File: config.mk
export PLATFORM = sky130hd
export DESIGN_NAME = enigma_io_ctrl
export DESIGN_NICKNAME = d
export VERILOG_FILES = /design/src/rtl/enigma_pkg.sv /design/src/rtl/ascii_idx_map.sv /design/src/rtl/enigma_io_ctrl.sv
export SDC_FILE = /design/constraint.sdc
export NUM_CORES = 1
export LEC_CHECK = 0
export ABC_AREA = 1
export BUFFER_PORTS_ARGS = -buffer_cell sky130_fd_sc_hd__buf_2
export CAP_MARGIN = 40
export CELL_PAD_IN_SITES_DETAIL_PLACEMENT = 0
export CELL_PAD_IN_SITES_GLOBAL_PLACEMENT = 1
export CORE_UTILIZATION = 25
export DETAILED_ROUTE_END_ITERATION = 6
export HOLD_SLACK_MARGIN = 0.03
export PLACE_DENSITY = 0.63
export SYNTH_ARGS = -nofsm -noshare
export SYNTH_HDL_FRONTEND = slang
export SYNTH_SLANG_ARGS = --single-unit
File: constraint.sdc
create_clock -name clk -period 1.6 [get_ports clk]
set_input_delay 0.48 -clock clk [delete_from_list [all_inputs] [get_ports clk]]
set_output_delay 0.48 -clock clk [all_outputs]
set_load 0.05 [all_outputs]
File: src/rtl/enigma_pkg.sv
// Shared constants, FSM state type and ASCII letter classification for the
// enigma byte-stream controller.
package enigma_pkg;

    localparam logic [7:0]  ASCII_UPPER_A = 8'h41;
    localparam logic [7:0]  ASCII_LOWER_A = 8'h61;
    localparam int unsigned ALPHA_LEN     = 26;
    localparam logic [7:0]  ERR_CHAR      = 8'h3F;
    localparam logic [7:0]  ALPHA_LAST    = 8'(ALPHA_LEN - 1);

    typedef enum logic [1:0] {
        ST_IDLE  = 2'd0,
        ST_ISSUE = 2'd1,
        ST_WAIT  = 2'd2,
        ST_OUT   = 2'd3
    } enigma_state_e;

    function automatic logic is_upper(input logic [7:0] b);
        return (b >= ASCII_UPPER_A) && (b <= (ASCII_UPPER_A + ALPHA_LAST));
    endfunction

    function automatic logic is_lower(input logic [7:0] b);
        return (b >= ASCII_LOWER_A) && (b <= (ASCII_LOWER_A + ALPHA_LAST));
    endfunction

endpackage

File: src/rtl/ascii_idx_map.sv
// Combinational ASCII <-> alphabet index mapper. The forward path classifies a
// byte and strips its case base; the reverse path restores the base or flags an
// out-of-range core result.
module ascii_idx_map
    import enigma_pkg::*;
(
    input  logic [7:0] byte_i,
    output logic       is_letter_o,
    output logic       is_upper_o,
    output logic [7:0] idx_o,
    input  logic [7:0] res_idx_i,
    input  logic       res_upper_i,
    output logic       res_ok_o,
    output logic [7:0] res_byte_o
);

    logic fwd_upper;
    logic fwd_lower;

    assign fwd_upper   = is_upper(byte_i);
    assign fwd_lower   = is_lower(byte_i);
    assign is_letter_o = fwd_upper || fwd_lower;
    assign is_upper_o  = fwd_upper;
    assign idx_o       = byte_i - (fwd_upper ? ASCII_UPPER_A : ASCII_LOWER_A);

    assign res_ok_o    = (res_idx_i <= ALPHA_LAST);
    assign res_byte_o  = res_ok_o ? (res_idx_i + (res_upper_i ? ASCII_UPPER_A : ASCII_LOWER_A))
                                  : ERR_CHAR;

endmodule

File: src/rtl/enigma_io_ctrl.sv
// Byte-stream front/back end for the enigma core: one byte in flight, letters
// go through the core, everything else bypasses it in order.
//
//   state    | meaning
//   ST_IDLE  | ready for an input byte
//   ST_ISSUE | one-cycle core strobe with the letter index
//   ST_WAIT  | waiting for core_done, timeout down-counter running
//   ST_OUT   | output byte presented until m_ready
module enigma_io_ctrl
    import enigma_pkg::*;
#(
    parameter int unsigned TIMEOUT = 64,
    parameter int unsigned CNT_W   = 16
) (
    input  logic             clk,
    input  logic             reset_n,
    input  logic             set,
    input  logic             s_valid,
    output logic             s_ready,
    input  logic [7:0]       s_data,
    output logic             m_valid,
    input  logic             m_ready,
    output logic [7:0]       m_data,
    output logic             core_valid,
    output logic [7:0]       core_din,
    input  logic             core_done,
    input  logic [7:0]       core_dout,
    output logic [CNT_W-1:0] letter_cnt,
    output logic             err_timeout,
    output logic             err_range
);

    localparam int unsigned      TMO_W    = $clog2(TIMEOUT);
    localparam logic [TMO_W-1:0] TMO_LOAD = TMO_W'(TIMEOUT - 1);

    enigma_state_e    state_q, state_d;
    logic [7:0]       byte_q, byte_d;
    logic             upper_q, upper_d;
    logic [7:0]       din_q, din_d;
    logic [7:0]       mdata_q, mdata_d;
    logic [TMO_W-1:0] tmo_q, tmo_d;
    logic [CNT_W-1:0] cnt_q, cnt_d;
    logic             err_t_q, err_t_d;
    logic             err_r_q, err_r_d;
    logic             s_ready_q;

    logic             map_is_letter;
    logic             map_is_upper;
    logic [7:0]       map_idx;
    logic             map_res_ok;
    logic [7:0]       map_res_byte;

    ascii_idx_map u_map (
        .byte_i      (s_data),
        .is_letter_o (map_is_letter),
        .is_upper_o  (map_is_upper),
        .idx_o       (map_idx),
        .res_idx_i   (core_dout),
        .res_upper_i (upper_q),
        .res_ok_o    (map_res_ok),
        .res_byte_o  (map_res_byte)
    );

    always_comb begin
        state_d = state_q;
        byte_d  = byte_q;
        upper_d = upper_q;
        din_d   = din_q;
        mdata_d = mdata_q;
        tmo_d   = tmo_q;
        cnt_d   = cnt_q;
        err_t_d = err_t_q;
        err_r_d = err_r_q;

        case (state_q)
            ST_IDLE: begin
                if (s_valid) begin
                    byte_d  = s_data;
                    upper_d = map_is_upper;
                    if (map_is_letter) begin
                        din_d   = map_idx;
                        state_d = ST_ISSUE;
                    end else begin
                        mdata_d = s_data;
                        state_d = ST_OUT;
                    end
                end
            end
            ST_ISSUE: begin
                tmo_d   = TMO_LOAD;
                state_d = ST_WAIT;
            end
            ST_WAIT: begin
                // done is tested first so it wins over the terminal count
                if (core_done) begin
                    mdata_d = map_res_byte;
                    if (!map_res_ok) begin
                        err_r_d = 1'b1;
                    end
                    cnt_d   = cnt_q + CNT_W'(1);
                    state_d = ST_OUT;
                end else if (tmo_q == '0) begin
                    mdata_d = byte_q;
                    err_t_d = 1'b1;
                    state_d = ST_OUT;
                end else begin
                    tmo_d = tmo_q - TMO_W'(1);
                end
            end
            ST_OUT: begin
                if (m_ready) begin
                    state_d = ST_IDLE;
                end
            end
            default: state_d = ST_IDLE;
        endcase

        if (set) begin
            state_d = ST_IDLE;
            cnt_d   = '0;
            err_t_d = 1'b0;
            err_r_d = 1'b0;
        end
    end

    always_ff @(posedge clk or negedge reset_n) begin
        if (!reset_n) begin
            state_q   <= ST_IDLE;
            byte_q    <= '0;
            upper_q   <= 1'b0;
            din_q     <= '0;
            mdata_q   <= '0;
            tmo_q     <= '0;
            cnt_q     <= '0;
            err_t_q   <= 1'b0;
            err_r_q   <= 1'b0;
            s_ready_q <= 1'b1;
        end else begin
            state_q   <= state_d;
            byte_q    <= byte_d;
            upper_q   <= upper_d;
            din_q     <= din_d;
            mdata_q   <= mdata_d;
            tmo_q     <= tmo_d;
            cnt_q     <= cnt_d;
            err_t_q   <= err_t_d;
            err_r_q   <= err_r_d;
            s_ready_q <= (state_d == ST_IDLE);
        end
    end

    assign s_ready     = s_ready_q;
    assign m_valid     = (state_q == ST_OUT);
    assign m_data      = mdata_q;
    assign core_valid  = (state_q == ST_ISSUE);
    assign core_din    = din_q;
    assign letter_cnt  = cnt_q;
    assign err_timeout = err_t_q;
    assign err_range   = err_r_q;

endmodule

======== Word-level counts from Yosys, hierarchy flattened ========
Cells that the tools add are included.
storage, ports and cells
  input port bits ......................... 22
  output and inout port bits .............. 37
  logic and storage cells ................. 76
  bits in registers ....................... 52
operators by class
  reduce and logical (&&, ||, !) cells .... 18
  magnitude comparators ................... 5
  mux-type cells .......................... 29
  add/sub/neg operators ................... 4
  eq/ne operators ......................... 10
operators by type and width
  cell                     number
  $mux W16                 3
  $mux W8                  5
  $mux W6                  4
  $add A16 B1 Y16 const B  1
  $ge A8 B7 Y1 const B     2
  $le A8 B7 Y1 const B     2
  $pmux W8 S2              1
  $mux W2                  6
  $ne A2 B2 Y1 const B     6
  $pmux W6 S2              1
  $reduce_and A3 Y1        4
  $reduce_bool A2 Y1       5
  $add A8 B8 Y8            1
  $le A8 B5 Y1 const B     1
  $mux W1                  8
  $pmux W2 S4              1
  $sub A8 B8 Y8            1
  $logic_not A6 Y1         1
  $sub A6 B1 Y6 const B    1
  $eq A2 B2 Y1 const B     2
  $logic_not A2 Y1         2
  $reduce_and A2 Y1        2
  $reduce_and A4 Y1        1
  $ne A3 B3 Y1 const B     1
  3 further kinds          4

======== Logic depth before layout (Yosys ltp) ========
Gate-level depths: netlist (run 1).
  depth after elaboration ................. 8
  gate-level depth with buffers ........... 13
  mapped depth without buffers ............ 13

======== Hierarchy ========
A second synthesis (run 1) with hierarchy kept.
second synthesis, totals
  cells, all modules ...................... 432
  area total of the unflattened synthesis .. 3248.1 µm²
modules (own cells, without submodules)
  module          cells each  area an instance (µm²)  sequential area each (µm²)  instances
  enigma_io_ctrl  329         2706.3                  1302.5                      1
  ascii_idx_map   103         541.8                   0.0                         1

======== Least setup slack after synthesis (run 1) ========
Ideal clock, no wire load.
  path type ............................... in2reg
  start ................................... input port s_data[0]
  end ..................................... register din_q[7], in the netlist core_din[7]
  buffers on the path ..................... 0
  stages .................................. 12
  arrival time ............................ 1919 ps
  setup time .............................. 119 ps
  data required time ...................... 1481 ps
  slack ................................... -438 ps
  path through ............................ inv_1 ha_1 nand2_2 nand2_1 nand3_1 nand2_2 inv_1 ha_1 nand2_1 a21oi_1 xor2_1 o21ai_2
on the way
  word-level cells in the longest chain between the ends .. 4
  elaborated cells on any way between the ends .. 10
  classes of those cells .................. add/sub: 1; order compare: 4; mux: 1; reduce/logical: 4
RTL lines
  what                                                       RTL line                                  source
  start: declaration                                         enigma_io_ctrl.sv:20                      input logic [7:0] s_data,
  $ge A8 B7 Y1 / $le A8 B7 Y1 (equally long branches)        enigma_pkg.sv:19                          return (b >= ASCII_UPPER_A) && (b <= (ASCII_UPPER_A + ALPHA_LAST));
  $logic_and A1 B1 Y1 (*)                                    enigma_pkg.sv:19
  net map_is_upper                                           enigma_io_ctrl.sv:48                      logic map_is_upper;
  $mux W6 / $logic_or A1 B1 Y1 (equally long branches)       ascii_idx_map.sv:24, ascii_idx_map.sv:22
  $sub A8 B8 Y8 / $reduce_and A3 Y1 (equally long branches)  --
  end signal: assignment                                     enigma_io_ctrl.sv:142                     din_q <= din_d;
  end: declaration                                           enigma_io_ctrl.sv:39                      logic [7:0] din_q, din_d;
Mark *: on every way through the listed nets, which the timed path passes. The rest lies on a longest branch.
A chain may end at the register's enable or synchronous reset.

======== Final worst setup path (run 1) ========
  start ................................... register state_q[1]
  end ..................................... output port core_valid
on the way
  word-level cells in the longest chain between the ends .. 1
RTL lines
  what                      RTL line               source
  start: declaration        enigma_io_ctrl.sv:36   enigma_state_e state_q, state_d;
  start signal: assignment  enigma_io_ctrl.sv:139  state_q <= state_d;
  $eq A2 B1 Y1              enigma_io_ctrl.sv:155  assign core_valid = (state_q == ST_ISSUE);
  end: declaration          enigma_io_ctrl.sv:24   output logic core_valid,
Every way passes these cells.

==> qor.yml, run 1 <==
floorplanning:
  die_y_um: 114
  die_w_um: 114
  fp.dieArea_mm2: 0.0131
  start_util: 0.260
  rows: 40
  core_area_mm2: 0.0122
  ios: 59
setup_path:
  worst_path_max_delay_cell: "dfrtp_1"
  cp_max_fo: 3
  critical_path_arrival_ps: 1200
  cp_cell_sequence: "inv_2 > buf_6 > ha_4 > buf_8"
  cp.required_ps: 1120
  criticalPathCategory: "register to output port"
  endpoint_kind: "output port"
  startpoint_type: "register"
  cp_slowest_stage_delay_ps: 420
sta:
  max-slew-margin-rel: 0.733
  final.setup.worst_slack_ps: -80.9
  drv_slew: 0
  fin_setup_tns_ps: -306
  rsz0062_at_grt: "yes"
  period_minus_slack_ps: 1680
  setup_viol: 8
  worst_pin_slew_ps: 401
  finalHoldViolations: 0
  fin_skew_ps: 8.53
  fin_crit_sh: 1.05
  timing.hold.ws_ps: 108
  max_freq_ghz: 0.595
placed_design:
  gpl.final_weighted_congestion: 0.861
  io_buffers: 58
  dp.cells: 682
  dp_hpwl_mm: 6.78
clock_network:
  htreeDepth: 2
  insertion_delay_ps: 300
  clockRootBuffer: "clkbuf_16"
  clk_pin_slew_ps: 60
  holdBufCountCts: 0
  cts_buffers: 5
  cts.sinks: 52
  cts_tree: "done"
  cts_buffer_depth: 2
hold_path:
  hold_path.class: "primary input to async pin"
route:
  drc: 0
  ant_nets: 0
  routed_via_density: 4.42
  totalWireLength_mm: 8.77
  wl_per_cell_um: 12.5
  dr.pass1.iters: 4
  drtIter0Drc: 121
  num_vias: 3112
status:
  violations: "negative setup slack"
  status: "finished, violations left"
power_and_ir_drop:
  power_density_mw_per_mm2: 1300
  p_leak_nw: 2.30
  ir_drop_uv: 837
logic_synthesis:
  yosys.cell_types.count: 34
  syn_area_per_cell_um2: 7.73
  netlist_instances: 409
  synth_fp_nets: 447
  synth-seq-cells: 52
  ys_warn_count: 0
  synth-seq-area-share: 0.412
  synth_area_mm2: 0.00316
finish:
  instances_no_fill: 704
  nets: 573
  drive_gt1_frac: 0.401
  synthToLayoutAreaGrowth_pct: 47.5
  antennaDiodeCount: 0
  fin_util: 0.383
global_routing:
  grt_pass1_wl_mm: 14.5
  grt_pass1_vias: 3072
  antenna_found_initial: 0
  grt_start_max_net_pins: 22
  grt.total_usage: 0.141
  overflow: 0
job:
  drv_cap: 0
-- flip-flops by register name, indices dropped and copies added (netlist names) --
register     flops
tmo_q            6
core_din         8
m_data           8
err_range        1
letter_cnt      16
state_q          2
err_timeout      1
upper_q          1
byte_q           8
s_ready          1
-- through the flow --
stage	total power [mW]	area [um2]	setup WS [ps]
2_1_floorplan	3.81	3230	-259
3_3_place_gp	4.62	4110	-410
3_5_place_dp	4.65	4110	-448
4_1_cts	5.85	4380	-68.0
5_1_grt	6.45	4660	-169
6_report	6.04	4660	-80.9
-- repair_timing --
item	CTS	global route
pin swaps	9	33
setup buffers	4	7
gates resized for setup	26	56
setup endpoints to repair	11	33
cloned	0	3
-- path summary, 6_finish.rpt --
check                            from       endpoint  slack, ps  cells after the start
min in group clk            m_data[5]      m_data[5]        470                      2
max                        state_q[1]     core_valid        -80                      4
max reg2reg                state_q[1]  letter_cnt[5]        -30                     10
max in group asynchronous     reset_n  letter_cnt[0]       1040                      2
min reg2reg                 m_data[5]      m_data[5]        470                      2
min                           reset_n     state_q[0]        110                      1
-- kinds of logic (layout without fill, tap and decap cells) --
group                    count (synthesis)  in the layout  share of synthesized area
AND/OR/NAND/NOR                        203            205                      0.295
XOR/XNOR                                12             12                     0.0333
adder cells (fa/ha/maj)                 16             16                     0.0633
AO/OA/AOI/OAI                           66             66                      0.117
buffers and inverters                   60            185                     0.0796
flip-flops                              52             52                      0.412
-- area by class of cell --
| cell class | count | area (um2) |
|---|---|---|
| fill | 1289 | 7500 |
| multi-input combinational | 299 | 1900 |
| sequential | 52 | 1310 |
| timing repair buffer | 123 | 888 |
| inverter | 54 | 215 |
| tap | 168 | 210 |
| clock buffer | 7 | 133 |
| clock inverter | 1 | 5.00 |
-- power breakdown --
part	switching, mW	internal (mW)
registers	0.211	1.70
clock network	0.482	0.580
logic	2.02	1.05
-- cells in the final DEF (no fill, tap or decap), types with 4 or more instances in the layout --
cell type / count
nand4_1: 6
nand2_4: 6
buf_6: 12
inv_2: 10
a21oi_1: 19
nand2_1: 84
nor3_1: 6
buf_4: 51
nor2_4: 5
ha_1: 8
o22ai_1: 4
clkbuf_16: 5
xor2_1: 7
ha_4: 7
nand2_8: 4
nor2_2: 7
nand2_2: 16
buf_2: 54
xnor2_1: 4
o21ai_1: 6
inv_1: 39
nand3_1: 24
dfrtp_1: 47
o21ai_0: 21
dfrtp_2: 4
nor2_1: 34
nand3_2: 5
buf_8: 4
o21ai_2: 9
-- worst max-delay path, delay by kind of cell (launching register included) --
family                   cells  cell delay, ps
adder cells (fa/ha/maj)      1             160
flip-flops                   1             420
buffers and inverters        3             320
-- Yosys cell counts --
cell type   n  area [um2]
a21boi_0    1        7.51
a21oi_1    21         105
a22oi_1     1        7.51
and3_1      4        25.0
buf_12      1        20.0
buf_2       2        10.0
buf_6       1        11.3
clkbuf_1    2        7.51
clkinv_1    1        3.75
dfrtp_1    51        1280
dfstp_2     1        26.3
ha_1       16         200
inv_1      49         184
inv_2       4        15.0
nand2_1    91         342
nand2_2    13        81.3
nand2_4     4        45.0
nand3_1    29         145
nand3b_1    2        15.0
nand4_1     6        37.5
nand4_2     1        12.5
nor2_1     40         150
nor2_2      5        31.3
nor2_4      1        11.3
nor3_1      7        35.0
o211ai_1    1        7.51
o21a_1      1        7.51
o21ai_0    28         140
o21ai_1     2        10.0
o21ai_2     6        52.6
o21bai_1    1        7.51
o22ai_1     4        25.0
xnor2_1     5        43.8
xor2_1      7        61.3
-- routing by layer --
| metal | wire [um] | part of all wire | track usage |
|---|---|---|---|
| met5 | 0 | 0 | 0 |
| met4 | 143 | 0.016 | 0.0442 |
| met3 | 316 | 0.036 | 0.0244 |
| met2 | 4110 | 0.47 | 0.236 |
| met1 | 4200 | 0.48 | 0.185 |
Note: power is estimated with default switching activity, not from simulation.
==> run 2, diff against run 1 <==
- SKIP_LAST_GASP: not set -> 1
==> qor.yml, run 2 (synthesis gave the netlist of run 1 again) <==
power_and_ir_drop:
  ir_drop_uv: 838
  p_leak_nw: 2.31
  finalPower_mw: 6.10
  power_density_mw_per_mm2: 1300
status:
  violations: "negative setup slack"
  status: "finished, violations left"
global_routing:
  grt_pass1_wl_mm: 14.5
  grt_pass1_vias: 3072
  antenna_found_initial: 0
  grt_start_max_net_pins: 22
  overflow: 0
  grt.total_usage: 0.141
sta:
  drv_slew: 0
  rsz0062_at_grt: "yes"
  final.setup.worst_slack_ps: -72.2
  max_freq_ghz: 0.598
  finalHoldViolations: 0
  period_minus_slack_ps: 1670
  fin_crit_sh: 1.05
  timing.hold.ws_ps: 110
  fin_skew_ps: 7.22
  worst_pin_slew_ps: 401
  max-slew-margin-rel: 0.732
  setup_viol: 7
placed_design:
  dp_hpwl_mm: 6.78
  io_buffers: 58
  gpl.final_weighted_congestion: 0.861
  pre_cts_ws_ps: -448
setup_path:
  ff2ff_path_depth: 10
  cp.required_ps: 1120
  r2r_start: "state_q[1]"
  reg2reg_to: "letter_cnt[5]"
  critical_path_arrival_ps: 1190
  startpoint_type: "register"
  criticalPathCategory: "register to output port"
  reg2reg_slack_ps: -20
  endpoint_kind: "output port"
  cp_max_fo: 3
clock_network:
  htreeDepth: 2
  cts.sinks: 52
  cts_tree: "done"
  insertion_delay_ps: 300
  clockRootBuffer: "clkbuf_16"
  cts_buffers: 5
  cts_buffer_depth: 2
  clk_pin_slew_ps: 60
job:
  drv_cap: 0
finish:
  seqCellArea_mm2: 0.00131
  multi_input_area_mm2: 0.00189
  synthToLayoutAreaGrowth_pct: 47.8
  drive_gt1_frac: 0.409
  nets: 573
  largest_reg_flops: 16
  antennaDiodeCount: 0
  final_common_cell: "nand2_1"
  fillCellCount: 1284
  layout_common_cells: "82 x nand2_1, 54 x buf_2, 51 x buf_4"
route:
  routed_via_density: 4.40
  totalWireLength_mm: 8.70
  wl_per_cell_um: 12.4
  dr.pass1.iters: 4
  drc: 0
  drtIter0Drc: 114
  ant_nets: 0
  num_vias: 3101
hold_path:
  hold_path.class: "primary input to async pin"
floorplanning:
  die_y_um: 114
  start_util: 0.260
  core_area_mm2: 0.0122
  rows: 40
  fp.dieArea_mm2: 0.0131
  ios: 59
  die_w_um: 114
-- run 2: stage by stage --
step	setup TNS, ps	util	std cells	instance area [um2]
2_1_floorplan	-563	-	409	3230
3_3_place_gp	-4750	0.338	682	4110
3_5_place_dp	-5080	0.338	682	4110
4_1_cts	-173	0.359	694	4370
5_1_grt	-1510	0.384	704	4670
6_report	-198	0.384	704	4670
-- run 2: worst max-delay path by stage --
stage | start | end
finish | state_q[1] | core_valid
detailed placement | s_data[0] | core_din[7]
global route | s_data[1] | core_din[7]
CTS | s_data[0] | core_din[7]
global placement | s_data[0] | core_din[7]
floorplan | s_data[0] | core_din[7]
-- run 2: power breakdown --
group          switching, mW  internal (mW)
Combinational           2.03           1.09
Clock                  0.486          0.580
Sequential             0.217           1.70
-- run 2: area by class of cell --
type / instances / share of cell area
multi-input cells: 298 / 0.405
clock inverters: 1 / 0.00107
well taps: 168 / 0.0450
clock buffers: 7 / 0.0284
inverters: 54 / 0.0466
repair buffers: 124 / 0.194
flip-flops and latches: 52 / 0.280
-- run 2: repair_timing --
action / CTS / global route
gates cloned: 0 / 2
pin swaps: 9 / 28
resized for setup: 24 / 64
setup buffers: 4 / 8
hold buffers: 0 / 0
endpoints found under the setup margin: 11 / 31
-- run 2: worst max-delay path, cell delays in order, from the launching register on --
cell and delay [ps]:
dfrtp_1 410, inv_2 60, buf_6 130, ha_4 160
buf_8 140
-- run 2: layer usage --
layer  up-vias  GRT usage  share of wire
met1      1472      0.185           0.49
li1       1574          -              -
met4         0     0.0442          0.015
met3         9     0.0244          0.034
met2        46      0.236           0.46
met5         -          0              0
==> run 3, diff against run 2 <==
- CELL_PAD_IN_SITES_DETAIL_PLACEMENT: 0 -> 1
- CELL_PAD_IN_SITES_GLOBAL_PLACEMENT: 1 -> 2
- PLACE_DENSITY: 0.63 -> 0.75
==> qor.yml, run 3 (synthesis gave the netlist of run 1 again) <==
route:
  drtIter0Drc: 127
  ant_nets: 0
  num_vias: 3168
  wl_per_cell_um: 14.1
  routed_via_density: 4.41
  drc: 0
  dr.pass1.iters: 4
  totalWireLength_mm: 10.1
floorplanning:
  ios: 59
  start_util: 0.260
  fp.dieArea_mm2: 0.0131
  rows: 40
  die_y_um: 114
  core_area_mm2: 0.0122
  die_w_um: 114
setup_path:
  startpoint_type: "primary input"
  criticalPathCategory: "primary input to register"
  critical_path_arrival_ps: 1910
  endpoint_kind: "register"
  cp_max_fo: 7
  reg2reg_to: "state_q[1]"
  reg2reg_slack_ps: -50
  cp.required_ps: 1790
  ff2ff_path_depth: 9
  r2r_start: "state_q[1]"
placed_design:
  pre_cts_ws_ps: -489
  gpl.final_weighted_congestion: 0.804
  io_buffers: 58
  dp_hpwl_mm: 7.40
power_and_ir_drop:
  power_frac_comb: 0.514
  ir_drop_uv: 712
  power_density_mw_per_mm2: 1290
  pwr-share-clk: 0.177
  p_leak_nw: 2.38
  p_seq_frac: 0.309
  p_sw_mw: 2.85
  intPower_mw: 3.42
  p_sw_frac: 0.455
sta:
  rsz0062_at_grt: "yes"
  max_freq_ghz: 0.581
  fin_crit_sh: 1.08
  fin_skew_ps: 9.22
  final.setup.worst_slack_ps: -123
  finalHoldViolations: 0
  setup_viol: 22
  period_minus_slack_ps: 1720
  worst_pin_slew_ps: 303
  max-slew-margin-rel: 0.798
  drv_slew: 0
  timing.hold.ws_ps: 157
finish:
  drive_gt1_frac: 0.445
  largest_reg_flops: 16
  synthToLayoutAreaGrowth_pct: 53.7
  antennaDiodeCount: 0
  fillCellCount: 1490
  layout_common_cells: "80 x nand2_1, 65 x buf_4, 54 x buf_2"
  final_common_cell: "nand2_1"
  nets: 587
global_routing:
  grt_start_max_net_pins: 53
  grt_pass1_vias: 3297
  grt_pass1_wl_mm: 16.3
  grt.total_usage: 0.161
  antenna_found_initial: 0
  overflow: 0
clock_network:
  htreeDepth: 2
  holdBufCountCts: 0
  cts.sinks: 52
  cts_tree: "done"
  cts_buffer_depth: 2
  cts_buffers: 5
  clockRootBuffer: "clkbuf_16"
  insertion_delay_ps: 300
  clk_pin_slew_ps: 70
hold_path:
  hold_path.class: "primary input to async pin"
job:
  drv_cap: 0
status:
  violations: "negative setup slack"
  status: "finished, violations left"
==> run 3: changes by cell type in the layout (fill, tap and decap cells not counted), moves of 4 or more <==
cell     previous run  this run
nor2_1             34        30
nor2_2              7        11
buf_4              51        65
nand2_2            18        13
nand2_4             6        12
==> run 3: metal layers <==
layer / GRT usage / wire length (um) / vias to the layer above
li1: - / - / 1598
met5: 0 / 0 / -
met4: 0.0433 / 97 / 0
met3: 0.0312 / 299 / 7
met1: 0.208 / 4710 / 1522
met2: 0.274 / 5000 / 41
==> run 3: critical path, stage by stage <==
cell and delay, ps:
buf_8 90, clkinvlp_4 130, ha_4 200, buf_4 130, buf_6 110, nand4_1 90
nand2_1 60, inv_1 70, nand2_2 80, nand2_4 100, buf_12 140, nand2_8 90
nand2_2 80, o21ai_2 50
==> run 3: stage by stage <==
step           power [mW]  utilization  TNS, ps  instance area, um2  cells
6_report             6.27        0.399    -1380                4860    718
5_1_grt              6.70        0.399    -3420                4860    718
4_1_cts              5.97        0.368     -474                4470    704
3_5_place_dp         4.70        0.341    -6220                4150    689
3_3_place_gp         4.63        0.341    -5410                4150    689
2_1_floorplan        3.81            -     -563                3230    409
==> run 3: power groups by stage <==
| stage | registers (mW) | logic (mW) | clock network, mW |
|---|---|---|---|
| 2_1_floorplan | 2.69 | 1.12 | 0 |
| 3_3_place_gp | 1.92 | 2.71 | 0 |
| 3_5_place_dp | 1.93 | 2.77 | 0 |
| 4_1_cts | 1.91 | 2.92 | 1.14 |
| 5_1_grt | 1.99 | 3.53 | 1.18 |
| 6_report | 1.94 | 3.22 | 1.11 |
==> run 3: cell type report <==
cell class | count | area [um2] | area share
clock buffers | 6 | 129 | 0.0265
clock inverters | 2 | 12.5 | 0.00258
inverters | 54 | 218 | 0.0448
multi-input cells | 298 | 1980 | 0.407
flip-flops and latches | 52 | 1310 | 0.269
well taps | 168 | 210 | 0.0433
repair buffers | 138 | 1000 | 0.207
==> run 3: how the worst max path moves through the flow <==
stage	start	end	cells after the start	slack (ps)
after floorplan	s_data[0]	core_din[7]	11	-260
after global placement	s_data[0]	core_din[7]	12	-420
after detailed placement	s_data[0]	core_din[7]	12	-490
after CTS	state_q[1]	core_valid	4	-120
after global routing	s_data[0]	core_din[2]	14	-200
final	s_data[0]	core_din[2]	14	-120
==> run 3: timing repair <==
item | CTS | global route
gates resized for setup | 33 | 79
buffers inserted | 6 | 16
endpoints found under the hold margin | 0 | 0
setup endpoints to repair | 22 | 36
cloned | 1 | 0
pin swaps | 7 | 27
